`config.mk`:
```
export PLATFORM = sky130hd
export DESIGN_NAME = button_conditioner
export DESIGN_NICKNAME = d
export VERILOG_FILES = /design/src/rtl/button_conditioner.sv
export SDC_FILE = /design/constraint.sdc
export NUM_CORES = 1
export LEC_CHECK = 0
export ABC_AREA = 1
export ABC_CLOCK_PERIOD_IN_PS = 4100
export CORE_ASPECT_RATIO = 1.4
export CORE_MARGIN = 2
export CORE_UTILIZATION = 25
export CTS_CLUSTER_DIAMETER = 30
export DETAILED_ROUTE_END_ITERATION = 8
export PLACE_DENSITY = 0.41
export SETUP_SLACK_MARGIN = 0.02
export SYNTH_ARGS = -nofsm -noshare
export SYNTH_HDL_FRONTEND = slang
export SYNTH_SLANG_ARGS = --single-unit
```
`constraint.sdc`:
```
create_clock -name clock -period 4.1 [get_ports clock]
set_input_delay 0.41 -clock clock [delete_from_list [all_inputs] [get_ports clock]]
set_output_delay 0.41 -clock clock [all_outputs]
set_load 0.05 [all_outputs]
```
`src/rtl/button_conditioner.sv`:
```
`timescale 1ns/1ps
// Two-channel push-button front end: 2-flop synchroniser, debounce FSM,
// registered level plus single-cycle press/release/long-press pulses.
module button_conditioner #(
  parameter int DEBOUNCE_CYCLES = 500000,
  parameter int HOLD_CYCLES     = 50000000
) (
  input  logic       clock,
  input  logic       reset_n,
  input  logic [1:0] button_raw,
  output logic [1:0] button_level,
  output logic [1:0] button_press,
  output logic [1:0] button_release,
  output logic [1:0] button_hold
);

  localparam int DW = $clog2(DEBOUNCE_CYCLES + 1);
  localparam int HW = $clog2(HOLD_CYCLES + 1);

  localparam logic [DW-1:0] DB_ONE   = DW'(1);
  localparam logic [DW-1:0] DB_LAST  = DW'(DEBOUNCE_CYCLES - 1);
  localparam logic [DW-1:0] DB_MAX   = DW'(DEBOUNCE_CYCLES);
  localparam logic [HW-1:0] HOLD_ONE = HW'(1);
  localparam logic [HW-1:0] HOLD_LAST = HW'(HOLD_CYCLES - 1);
  localparam logic [HW-1:0] HOLD_MAX = HW'(HOLD_CYCLES);

  typedef enum logic [1:0] {
    RELEASED     = 2'd0,
    PRESS_WAIT   = 2'd1,
    PRESSED      = 2'd2,
    RELEASE_WAIT = 2'd3
  } state_e;

  for (genvar ch = 0; ch < 2; ch++) begin : g_ch
    logic          s1_q;
    logic          s2_q;
    state_e        state_q;
    logic [DW-1:0] db_cnt_q;
    logic [HW-1:0] hold_cnt_q;
    logic          level_q;
    logic          press_q;
    logic          release_q;
    logic          hold_q;

    always_ff @(posedge clock or negedge reset_n) begin
      if (!reset_n) begin
        s1_q       <= 1'b0;
        s2_q       <= 1'b0;
        state_q    <= RELEASED;
        db_cnt_q   <= '0;
        hold_cnt_q <= '0;
        level_q    <= 1'b0;
        press_q    <= 1'b0;
        release_q  <= 1'b0;
        hold_q     <= 1'b0;
      end else begin
        s1_q      <= button_raw[ch];
        s2_q      <= s1_q;
        press_q   <= 1'b0;
        release_q <= 1'b0;
        hold_q    <= 1'b0;
        case (state_q)
          RELEASED: begin
            if (s2_q) begin
              state_q  <= PRESS_WAIT;
              db_cnt_q <= DB_ONE;
            end
          end
          PRESS_WAIT: begin
            if (!s2_q) begin
              state_q  <= RELEASED;
              db_cnt_q <= '0;
            end else if (db_cnt_q == DB_LAST) begin
              state_q    <= PRESSED;
              level_q    <= 1'b1;
              press_q    <= 1'b1;
              hold_cnt_q <= '0;
              db_cnt_q   <= '0;
            end else if (db_cnt_q != DB_MAX) begin
              db_cnt_q <= db_cnt_q + DB_ONE;
            end
          end
          PRESSED: begin
            // Saturating at HOLD_CYCLES guarantees one long-press pulse per press.
            if (hold_cnt_q != HOLD_MAX) begin
              hold_cnt_q <= hold_cnt_q + HOLD_ONE;
              if (hold_cnt_q == HOLD_LAST) hold_q <= 1'b1;
            end
            if (!s2_q) begin
              state_q  <= RELEASE_WAIT;
              db_cnt_q <= DB_ONE;
            end
          end
          RELEASE_WAIT: begin
            if (s2_q) begin
              state_q  <= PRESSED;
              db_cnt_q <= '0;
            end else if (db_cnt_q == DB_LAST) begin
              state_q   <= RELEASED;
              level_q   <= 1'b0;
              release_q <= 1'b1;
              db_cnt_q  <= '0;
            end else if (db_cnt_q != DB_MAX) begin
              db_cnt_q <= db_cnt_q + DB_ONE;
            end
          end
          default: state_q <= RELEASED;
        endcase
      end
    end

    assign button_level[ch]   = level_q;
    assign button_press[ch]   = press_q;
    assign button_release[ch] = release_q;
    assign button_hold[ch]    = hold_q;
  end

endmodule

```
==> impl_summary.log, run 1 <==
[metrics] final slew viol count: 0
[metrics] worst hold slack: 134.0 ps
[metrics] master cell of the clock root buffer: sky130_fd_sc_hd__clkbuf_16
[metrics] sinks on the clock net: 106
[metrics] area share of the largest cell type after synthesis: 38.55%
[metrics] area added between synthesis and finish: 9.927%
[metrics] result of the run: complete, no violations
[metrics] Hold Fails Final Rpt: 0
[metrics] fillcell total: 3077
[metrics] final setup vio count: 0
[metrics] clock transition at the register clock pins on the worst setup and hold paths after CTS: 80 ps
[metrics] most frequent cell after synthesis: sky130_fd_sc_hd__nand2_1
[metrics] final worst slack: 1444 ps
[metrics] area enclosed by the die boundary: 0.02889 mm^2
[metrics] post-synthesis sequential element count: 106
[metrics] period utilization: 64.78%
[metrics] maximum buffer depth of the clock tree: 2
[metrics] IR Drop Worst-Case VDD: 184.1 uV
[metrics] classification of the worst-slack hold path: input port to async pin
[metrics] count of unresolved DRC violations after routing: 0
[metrics] number of warnings reported in the yosys synthesis log: 0
[metrics] number of nets in the layout: 1044
[metrics] number of antenna violations at the first check in global routing: 0
[metrics] PD cells: 377.0 mW/mm^2
[metrics] H-Tree Level Count: 3
[metrics] critical path type: register to register
[metrics] async set-or-reset flop fraction in the synthesized netlist: 100.0%
[metrics] number of rows created at floorplan: 71
[metrics] Diodes inserted: 0
[metrics] Static Leak: 0.003223 uW
[metrics] Synth Cell Area: 0.006882 mm^2
[metrics] critical path data required time: 4400 ps
[metrics] clock latency on the worst-skew pair: 360 ps
[metrics] Post-CTS Setup Bufs: 0
[metrics] unrepaired setup endpoints after global routing: false
[metrics] placed wire-length estimate after detailed placement: 13.82 mm
[metrics] floorplan die height: 200.3 um
[metrics] post-cts resize count: 0
[metrics] per-instance average area after synthesis: 6.662 um^2
[metrics] GRT Overall Usage: 13.84%
[metrics] total power of the final layout: 2852 uW
[metrics] die boundary width: 144.2 um
[metrics] global-route wire length before repair: 32.04 mm
[metrics] kind of launch point of the worst setup path: register
[metrics] vias after detailed routing: 6230
[metrics] final routed wire length divided by cell count: 13.43 um
[metrics] Core Area: 0.02701 mm^2
[metrics] upper clock frequency limit: 376.5 MHz
[metrics] register area share after synthesis: 38.55%
[metrics] via density per instance: 4.444
[metrics] Max Cap Viol: 0
[metrics] total wire length after detailed routing: 18.83 mm
[metrics] number of library cell types mapped by synthesis: 36
[metrics] Routed Antenna Nets: 0
[metrics] CTS tree: yes
[metrics] TritonCTS buffer count: 9
[metrics] endpoint kind of the worst setup timing path: register
[metrics] hold buffer count at CTS: 0
[metrics] Post-synth top cells: 352 x sky130_fd_sc_hd__nand2_1, 145 x sky130_fd_sc_hd__nor2_1, 124 x sky130_fd_sc_hd__nand3_1
[metrics] biggest area consumer among synthesized cells: sky130_fd_sc_hd__dfrtp_1
[metrics] Crit path arrival time: 2960 ps
[metrics] Post-Syn Nets: 1045
[metrics] Port Buf Inserts: 11
[metrics] vias in the first global route: 6327
[metrics] cell types occupying the most area after synthesis: sky130_fd_sc_hd__dfrtp_1 39%, sky130_fd_sc_hd__nand2_1 19%, sky130_fd_sc_hd__nand3_1 9.0%
[metrics] maximum number of pins on one net before global-route repair: 61
[metrics] length of the first detailed-routing pass in iterations: 5
[metrics] proportion of layout cells with a drive suffix above 1: 5.014%
[metrics] setup TNS: 0 ps
[metrics] highest fanout seen on the critical path: 29
[metrics] Worst slew margin: 38.74%
[metrics] GP Congestion: 0.8180
[metrics] residual overflow from global routing: 0
[metrics] number of standard cells after synthesis: 1033
[metrics] Tightest Pin Transition: 916.8 ps
[metrics] starting utilization of the core area: 25.48%
[metrics] minimum clock period: 2656 ps
[metrics] DR iter-0 viols: 291
[metrics] ports placed on the boundary: 12
[metrics] count of flip-flops with a built-in enable after synthesis: 0
[metrics] final worst clock skew: 11.64 ps
[metrics] worst-case setup slack after placement: 1377 ps
[metrics] predominant post-synthesis flop cell: sky130_fd_sc_hd__dfrtp_1
report_power, final:
part / switching (uW) / internal [uW]
Combinational: 549 / 177
Clock: 436 / 481
Sequential: 97.3 / 1110
worst paths after layout:
check                                    startpoint                     end  slack, ps  depth (start not counted)
worst max-delay path            g_ch[1].db_cnt_q[0]  g_ch[1].hold_cnt_q[15]       1440                          7
worst min-delay path                        reset_n  g_ch[1].hold_cnt_q[22]        130                          1
worst max register to register  g_ch[1].db_cnt_q[0]  g_ch[1].hold_cnt_q[15]       1440                          7
worst min register to register         g_ch[1].s1_q            g_ch[1].s2_q        350                          0
max in group asynchronous                   reset_n   g_ch[0].hold_cnt_q[4]       3020                          2
min in group clock                     g_ch[1].s1_q            g_ch[1].s2_q        350                          0
layout by cell type, fill, tap and decap left out, types with 6 or more instances in the layout:
master / synthesis / final
sky130_fd_sc_hd__inv_2: 6 / 6
sky130_fd_sc_hd__nand2_1: 352 / 352
sky130_fd_sc_hd__dfrtp_1: 106 / 106
sky130_fd_sc_hd__nor2_1: 145 / 145
sky130_fd_sc_hd__nand3_1: 124 / 124
sky130_fd_sc_hd__nand4_1: 20 / 20
sky130_fd_sc_hd__xor2_1: 12 / 12
sky130_fd_sc_hd__o21ai_0: 37 / 37
sky130_fd_sc_hd__ha_1: 8 / 8
sky130_fd_sc_hd__buf_4: 9 / 7
sky130_fd_sc_hd__inv_1: 103 / 103
sky130_fd_sc_hd__clkdlybuf4s50_1: 0 / 10
sky130_fd_sc_hd__o21ai_1: 17 / 17
sky130_fd_sc_hd__a21oi_1: 11 / 11
sky130_fd_sc_hd__nor3_1: 12 / 12
sky130_fd_sc_hd__clkbuf_16: 0 / 9
sky130_fd_sc_hd__xnor2_1: 8 / 8
metrics by stage:
step	cell area, um^2	utilization (%)	std cells
floorplan	6882	-	1033
global placement	7263	26.89	1386
detailed placement	7263	26.89	1386
CTS	7565	28.01	1402
global route	7565	28.01	1402
finish	7565	28.01	1402
worst max-delay path, cell delays in order, from the launching register on:
cell	delay, ps
sky130_fd_sc_hd__dfrtp_1	410
sky130_fd_sc_hd__ha_1	270
sky130_fd_sc_hd__nand3_2	140
sky130_fd_sc_hd__nor3_2	250
sky130_fd_sc_hd__nand4_2	740
sky130_fd_sc_hd__nand2_2	600
sky130_fd_sc_hd__nand2_1	110
sky130_fd_sc_hd__nand2_1	70
flip-flops by register name (all words and copies together), names as in the netlist, named ones only:
signal / cells
g_ch.db_cnt_q: 38
g_ch.hold_cnt_q: 52
g_ch.hold_q: 2
g_ch.level_q: 2
g_ch.press_q: 2
g_ch.release_q: 2
g_ch.s1_q: 2
g_ch.s2_q: 2
g_ch.state_q: 2
cells by family (layout without fill, tap and decap cells):
group	count (synthesis)	after routing	share of synthesized area [%]
adders and majority gates	8	8	1.455
AOI/OAI and AO/OA	79	79	6.146
and+or+nand+nor	681	681	42.00
xor gates and xnor gates	20	20	2.545
DFF	106	106	38.55
buffers and inverters	139	143	9.309
routing by layer:
layer | wire length [um] | part of all wire, % | track usage, %
met4 | 385 | 2.0 | 4.577
met5 | 0 | 0 | 0
met2 | 10040 | 53 | 25.63
met3 | 279 | 1.5 | 1.721
met1 | 8123 | 43 | 16.23
layout make-up:
type / instances / area, um^2 / area share [%]
clock buffer: 13 / 280.3 / 3.705
clock inverter: 3 / 21.27 / 0.2812
inverter: 110 / 412.9 / 5.458
multi-input combinational: 788 / 3588 / 47.44
sequential: 106 / 2653 / 35.06
tap: 365 / 456.7 / 6.037
timing repair buffer: 17 / 152.6 / 2.018
(Power assumes the default switching activity.)
==> run 2: changes to the inputs <==
Settings changed: ABC_CLOCK_PERIOD_IN_PS 4100 to 2700.
Clock period 4.1 ns to 2.7 ns, I/O delays scaled along.
==> run 2 against run 1 <==
  * Hold slack better by 210 ps
  * Clock-buffer cell count down 1
  * Non-clock buffer count increased by 3
  * Clock skew decreased by 1.5 ps
  * First-iteration DRC count is 1.0% lower
  * Maximum frequency rose by 26%
  * Combinational power up 57%
  * Global-route usage decreased by 0.068 points
  * Worst setup slack got worse by 840 ps
  * Routed wire length grew 0.21%
  * Sequential share of layout area fell by 0.18 points
  * Critical endpoint is now g_ch[1].hold_cnt_q[10]
==> impl_summary.log, run 2 (synthesis results as in run 1) <==
[metrics] result of the run: complete, no violations
[metrics] Layout Cell Area excl Fill: 0.007604 mm^2 (+0.51%)
[metrics] PD cells: 570.1 mW/mm^2 (+51%)
[metrics] fraction of power consumed by combinational cells: 26.2% (+0.7 points)
[metrics] Port Buf Inserts: 11 (unchanged)
[metrics] period utilization: 77.78% (+13 points)
[metrics] setup slack, reg-to-reg: 600 ps (-840 ps)
[metrics] minimum clock period: 2100 ps (-555.7 ps)
[metrics] Worst slew margin: 51.79% (+13 points)
[metrics] startpoint of the lowest-slack hold path: button_raw[0]
[metrics] count of unresolved DRC violations after routing: 0 (unchanged)
[metrics] number of antenna violations at the first check in global routing: 0 (unchanged)
[metrics] kind of launch point of the worst setup path: register
[metrics] non-filler instance count after layout: 1404 (+0.14%)
[metrics] final slew viol count: 0 (unchanged)
[metrics] Largest register FFs: 52 (unchanged)
[metrics] area added between synthesis and finish: 10.49%
[metrics] Tightest Pin Transition: 722.3 ps (-194.5 ps)
[metrics] die boundary width: 144.2 um (unchanged)
[metrics] Clk pwr share: 31.5% (-0.6 points)
[metrics] starting utilization of the core area: 25.48% (unchanged)
[metrics] vias after detailed routing: 6278 (+0.77%)
[metrics] Diodes inserted: 0 (unchanged)
[metrics] proportion of layout cells with a drive suffix above 1: 5.101% (+0.087 points)
[metrics] Static Leak: 0.003236 uW (+0.38%)
[metrics] placed wire-length estimate after detailed placement: 13.73 mm (-0.67%)
[metrics] Most flops, register: g_ch.hold_cnt_q
[metrics] total wire length after detailed routing: 18.87 mm (+0.21%)
[metrics] number of rows created at floorplan: 71 (unchanged)
[metrics] maximum buffer depth of the clock tree: 2 (unchanged)
[metrics] fillcell total: 3066 (-0.36%)
[metrics] clock transition at the register clock pins on the worst setup and hold paths after CTS: 70 ps (about the same)
[metrics] reg-to-reg endpoint: g_ch[1].hold_cnt_q[10]
[metrics] worst reg2reg path startpoint: g_ch[1].db_cnt_q[0]
[metrics] TritonCTS buffer count: 9 (unchanged)
[metrics] GP Congestion: 0.8298 (+1.4%)
[metrics] Placed Area: 0.007303 mm^2 (+0.55%)
[metrics] final routed wire length divided by cell count: 13.44 um (about the same)
[metrics] length of the first detailed-routing pass in iterations: 6 (+1)
[metrics] unrepaired setup endpoints after global routing: false
[metrics] largest registers: g_ch.hold_cnt_q: 52 flops, g_ch.db_cnt_q: 38 flops
[metrics] setup TNS: 0 ps (unchanged)
[metrics] worst reg-to-reg path cell count: 7 (unchanged)
[metrics] sinks on the clock net: 106 (unchanged)
[metrics] final worst clock skew: 10.13 ps (-1.507 ps)
[metrics] Routed Antenna Nets: 0 (unchanged)
[metrics] critical path data required time: 2920 ps (-1480 ps)
[metrics] Hold Path Stages: 1
[metrics] vias in the first global route: 6363 (+0.57%)
[metrics] Max Cap Viol: 0 (unchanged)
[metrics] upper clock frequency limit: 476.2 MHz (+26%)
[metrics] internal power of the cells: 2687 uW (+52%)
[metrics] classification of the worst-slack hold path: input port to register
[metrics] GRT Overall Usage: 13.77% (-0.068 points)
[metrics] maximum number of pins on one net before global-route repair: 47 (-23%)
[metrics] endpoint kind of the worst setup timing path: register
[metrics] floorplan die height: 200.3 um (unchanged)
[metrics] post-cts resize count: 0 (unchanged)
[metrics] DR iter-0 viols: 288 (-1.0%)
[metrics] NetSw: 1647 uW (+52%)
[metrics] number of nets in the layout: 1047 (+0.29%)
[metrics] clock latency on the worst-skew pair: 370 ps (about the same)
[metrics] area enclosed by the die boundary: 0.02889 mm^2 (unchanged)
[metrics] terminating pin of the worst hold path: g_ch[0].s1_q
[metrics] global-route wire length before repair: 31.68 mm (-1.1%)
[metrics] CTS tree: yes
[metrics] critical path type: register to register
[metrics] final core area utilization: 28.16% (+0.14 points)
[metrics] final setup vio count: 0 (unchanged)
[metrics] highest fanout seen on the critical path: 18 (-38%)
[metrics] via density per instance: 4.472 (+0.63%)
[metrics] Crit path arrival time: 2320 ps (-640 ps)
[metrics] Core Area: 0.02701 mm^2 (unchanged)
[metrics] residual overflow from global routing: 0 (unchanged)
[metrics] fraction of power spent switching nets: 38.00% (+0.043 points)
[metrics] IR Drop Worst-Case VDD: 283.7 uV (+54%)
[metrics] H-Tree Level Count: 3 (unchanged)
[metrics] Hold Fails Final Rpt: 0 (unchanged)
[metrics] DP Cell Count: 1388 (+0.14%)
[metrics] ports placed on the boundary: 12 (unchanged)
[metrics] launching element of the worst setup path: g_ch[1].db_cnt_q[0]
[metrics] master cell of the clock root buffer: sky130_fd_sc_hd__clkbuf_16
[metrics] fraction of power consumed by sequential logic: 42.3% (about the same)
[metrics] most frequent standard cell in the layout excluding fill and tap cells: sky130_fd_sc_hd__nand2_1
[metrics] most frequent cells in the layout: 352 x sky130_fd_sc_hd__nand2_1, 145 x sky130_fd_sc_hd__nor2_1, 124 x sky130_fd_sc_hd__nand3_1
run 2: cell types whose count changed in the layout (fill, tap and decap cells not counted), sizes merged:
cell	change
dlygate4sd3	+1
clkbuf	-1
clkinv	-1
clkinvlp	+1
buf	+2
run 2: cell type report:
cell class | count | area (um^2) | area share [%]
clock inverters | 3 | 23.77 | 0.3127
repair buffers | 20 | 202.7 | 2.666
multi-input cells | 788 | 3588 | 47.19
well taps | 365 | 456.7 | 6.006
inverters | 110 | 412.9 | 5.430
clock buffers | 12 | 266.5 | 3.505
flip-flops and latches | 106 | 2653 | 34.89
run 2: what timing repair did:
| action | CTS | global route |
|---|---|---|
| hold endpoints to repair | 28 | 0 |
| buffers inserted | 0 | 0 |
| hold buffers | 1 | 0 |
run 2: worst max-delay path by stage:
stage	end	slack [ps]
final	g_ch[1].hold_cnt_q[10]	600
after global routing	g_ch[0].hold_cnt_q[5]	400
after CTS	g_ch[1].hold_cnt_q[10]	580
after detailed placement	g_ch[1].hold_cnt_q[10]	600
after global placement	g_ch[0].hold_cnt_q[20]	670
after floorplan	g_ch[1].hold_cnt_q[24]	1090
run 2: per-stage QoR:
stage                     hold slack, ps  setup slack, ps  total power (uW)
final                              346.4            599.9              4335
after global routing               333.1            398.0              4647
after detailed placement           249.7            596.4              3034
after global placement             251.3            668.2              3041
after floorplan                   -25.59             1091              2700
after CTS                          323.6            580.8              4438
run 2: per-layer routing:
metal | track usage [%] | wire length, um | vias up
li1 | - | - | 3280
met2 | 24.83 | 9778 | 73
met5 | 0 | 0 | -
met1 | 16.31 | 8248 | 2898
met4 | 5.132 | 455 | 0
met3 | 2.008 | 388 | 27
run 2: power groups by stage:
stage,Clock (uW),Sequential [uW],Combinational (uW)
floorplan,0,1830,871
global placement,0,1870,1180
detailed placement,0,1860,1170
CTS,1430,1830,1170
global route,1480,1860,1310
finish,1360,1830,1140
run 2: worst max-delay path: stages, from the launching register on:
cell                      delay [ps]
sky130_fd_sc_hd__dfrtp_1         410
sky130_fd_sc_hd__ha_1            270
sky130_fd_sc_hd__nand3_2         130
sky130_fd_sc_hd__nor3_2          270
sky130_fd_sc_hd__nand4_2         350
sky130_fd_sc_hd__buf_4           360
sky130_fd_sc_hd__nand3_1         100
sky130_fd_sc_hd__o21ai_0          80
==> run 3: changes to the inputs <==
Settings changed: ABC_CLOCK_PERIOD_IN_PS 2700 to 2000.
Clock period 2.7 ns to 2 ns, I/O delays scaled along.
==> run 3 against run 2 <==
  * Maximum frequency up 16%
  * Global-route usage rose by 0.28 points
  * First-iteration DRC count rose by 3.8%
  * Core utilization grew 0.74 points
  * Hold slack lost 73 ps
  * Clock power up 32%
  * Largest power group unchanged
==> impl_summary.log, run 3 (synthesis results as in run 1) <==
[metrics] period utilization: 90.39% (+13 points)
[metrics] minimum clock period: 1808 ps (-292.3 ps)
[metrics] Max Cap Viol: 0 (unchanged)
[metrics] classification of the worst-slack hold path: input port to register
[metrics] die boundary width: 144.2 um (unchanged)
[metrics] total wire length after detailed routing: 19.02 mm (+0.78%)
[metrics] non-filler instance count after layout: 1431 (+1.9%)
[metrics] maximum buffer depth of the clock tree: 2 (unchanged)
[metrics] number of rows created at floorplan: 71 (unchanged)
[metrics] H-Tree Level Count: 3 (unchanged)
[metrics] starting utilization of the core area: 25.48% (unchanged)
[metrics] highest fanout seen on the critical path: 13 (-5)
[metrics] clock latency on the worst-skew pair: 360 ps (about the same)
[metrics] endpoint of the worst setup timing path: g_ch[1].hold_cnt_q[19]
[metrics] Most flops, register: g_ch.hold_cnt_q
[metrics] Largest register FFs: 52 (unchanged)
[metrics] final worst slack: 192.1 ps (-407.7 ps)
[metrics] proportion of layout cells with a drive suffix above 1: 7.505% (+2.4 points)
[metrics] Layout Cell Area excl Fill: 0.007804 mm^2 (+2.6%)
[metrics] area enclosed by the die boundary: 0.02889 mm^2 (unchanged)
[metrics] Routed Antenna Nets: 0 (unchanged)
[metrics] Hold Fails Final Rpt: 0 (unchanged)
[metrics] unrepaired setup endpoints after global routing: false
[metrics] final setup vio count: 0 (unchanged)
[metrics] PD cells: 758.2 mW/mm^2 (+33%)
[metrics] maximum number of pins on one net before global-route repair: 34 (-28%)
[metrics] DR iter-0 viols: 299 (+3.8%)
[metrics] top routing layer in use: met4
[metrics] floorplan die height: 200.3 um (unchanged)
[metrics] Core Area: 0.02701 mm^2 (unchanged)
[metrics] result of the run: complete, no violations
[metrics] Diodes inserted: 0 (unchanged)
[metrics] most frequent standard cell in the layout excluding fill and tap cells: sky130_fd_sc_hd__nand2_1
[metrics] Static Leak: 0.003369 uW (+4.1%)
[metrics] Crit path arrival time: 2060 ps (-260 ps)
[metrics] final worst clock skew: 7.672 ps (-2.462 ps)
[metrics] critical path data required time: 2250 ps (-670 ps)
[metrics] worst reg2reg path startpoint: g_ch[1].hold_cnt_q[21]
[metrics] clock transition at the register clock pins on the worst setup and hold paths after CTS: 80 ps (about the same)
[metrics] Detail Route met3 WL: 342 um (-12%)
[metrics] final slew viol count: 0 (unchanged)
[metrics] length of the first detailed-routing pass in iterations: 6 (unchanged)
[metrics] global-route wire length before repair: 32.49 mm (+2.5%)
[metrics] upper clock frequency limit: 553.1 MHz (+16%)
[metrics] IR Drop Worst-Case VDD: 447.8 uV (+58%)
[metrics] setup slack, reg-to-reg: 190 ps (-410 ps)
[metrics] via density per instance: 4.429 (-0.95%)
[metrics] CTS tree: yes
[metrics] DP Cell Count: 1414 (+1.9%)
[metrics] area added between synthesis and finish: 13.40%
[metrics] residual overflow from global routing: 0 (unchanged)
[metrics] metal1 wirelength: 8.278 mm (+0.36%)
[metrics] largest registers: g_ch.hold_cnt_q: 52 flops, g_ch.db_cnt_q: 38 flops
[metrics] number of antenna violations at the first check in global routing: 0 (unchanged)
[metrics] critical path type: register to register
[metrics] kind of launch point of the worst setup path: register
[metrics] vias after detailed routing: 6338 (+0.96%)
[metrics] placed wire-length estimate after detailed placement: 14.38 mm (+4.8%)
[metrics] worst reg-to-reg path cell count: 7 (unchanged)
[metrics] GP Congestion: 0.8402 (+1.3%)
[metrics] Port Buf Inserts: 11 (unchanged)
[metrics] final core area utilization: 28.90% (+0.74 points)
[metrics] number of nets in the layout: 1073 (+2.5%)
[metrics] vias in the first global route: 6470 (+1.7%)
[metrics] ports placed on the boundary: 12 (unchanged)
[metrics] launching element of the worst setup path: g_ch[1].hold_cnt_q[21]
[metrics] detailed-routed wire length on met2: 9.999 mm (+2.3%)
[metrics] master cell of the clock root buffer: sky130_fd_sc_hd__clkbuf_16
[metrics] GRT Overall Usage: 14.06% (+0.28 points)
[metrics] most frequent cells in the layout: 352 x sky130_fd_sc_hd__nand2_1, 145 x sky130_fd_sc_hd__nor2_1, 124 x sky130_fd_sc_hd__nand3_1
[metrics] final routed wire length divided by cell count: 13.29 um (-1.1%)
[metrics] Placed Area: 0.007498 mm^2 (+2.7%)
[metrics] TritonCTS buffer count: 9 (unchanged)
[metrics] worst-case setup slack after placement: 186.7 ps (-409.8 ps)
[metrics] sinks on the clock net: 106 (unchanged)
[metrics] reg-to-reg endpoint: g_ch[1].hold_cnt_q[19]
[metrics] endpoint kind of the worst setup timing path: register
[metrics] setup TNS: 0 ps (unchanged)
[metrics] Worst slew margin: 64.08% (+12 points)
[metrics] Tightest Pin Transition: 538.2 ps (-184.2 ps)
[metrics] count of unresolved DRC violations after routing: 0 (unchanged)
[run 3: cell types whose count changed in the layout (fill, tap and decap cells not counted), sizes merged]
cell	previous run	this run
clkinv	2	4
buf	9	35
clkinvlp	2	1
[run 3: per-stage QoR]
stage / power [uW] / hold slack, ps
6_report: 5917 / 273.1
5_1_grt: 6323 / 273.9
4_1_cts: 6039 / 255.7
3_5_place_dp: 4217 / 124.6
3_3_place_gp: 4227 / 121.3
2_1_floorplan: 3644 / -95.59
[run 3: worst min-delay path by stage]
stage                        startpoint                    end  slack [ps]  depth (start not counted)
after floorplan                 reset_n              async pin        -100                          0
after global placement          reset_n         g_ch[1].hold_q         120                          1
after detailed placement        reset_n  g_ch[1].hold_cnt_q[5]         120                          1
after CTS                 button_raw[0]           g_ch[0].s1_q         260                          1
after global routing      button_raw[1]           g_ch[1].s1_q         270                          1
final                     button_raw[0]           g_ch[0].s1_q         270                          1
[run 3: final cells by class]
class	count	area (um^2)
clock inverters	4	26.28
multi-input cells	788	3601
inverters	110	412.9
repair buffers	46	397.9
clock buffers	12	256.5
well taps	365	456.7
flip-flops and latches	106	2653
fillers	3082	19200
[run 3: critical path, stage by stage (launching register included)]
cell                      delay (ps)
sky130_fd_sc_hd__dfrtp_1         460
sky130_fd_sc_hd__nand4_1         200
sky130_fd_sc_hd__nor3_2          320
sky130_fd_sc_hd__nand2_1         150
sky130_fd_sc_hd__nand2_2         140
sky130_fd_sc_hd__nand2_2         220
sky130_fd_sc_hd__nand2_1         140
sky130_fd_sc_hd__nand2_1          50
[run 3: layer usage]
layer  vias up  track usage, %
li1       3337               -
met2        57           25.66
met5         -               0
met3        24           2.152
met4         0           4.716
met1      2920           16.52
[run 3: report_power, final]
group | internal (uW) | switching (uW)
Clock | 914 | 872
Sequential | 2280 | 181
Combinational | 483 | 1190
[run 3: what timing repair did]
item,CTS,global route
hold buffers,1,0
buffers inserted,0,0
endpoints found under the hold margin,16,0
resized for setup,0,3
endpoints found under the setup margin,0,6
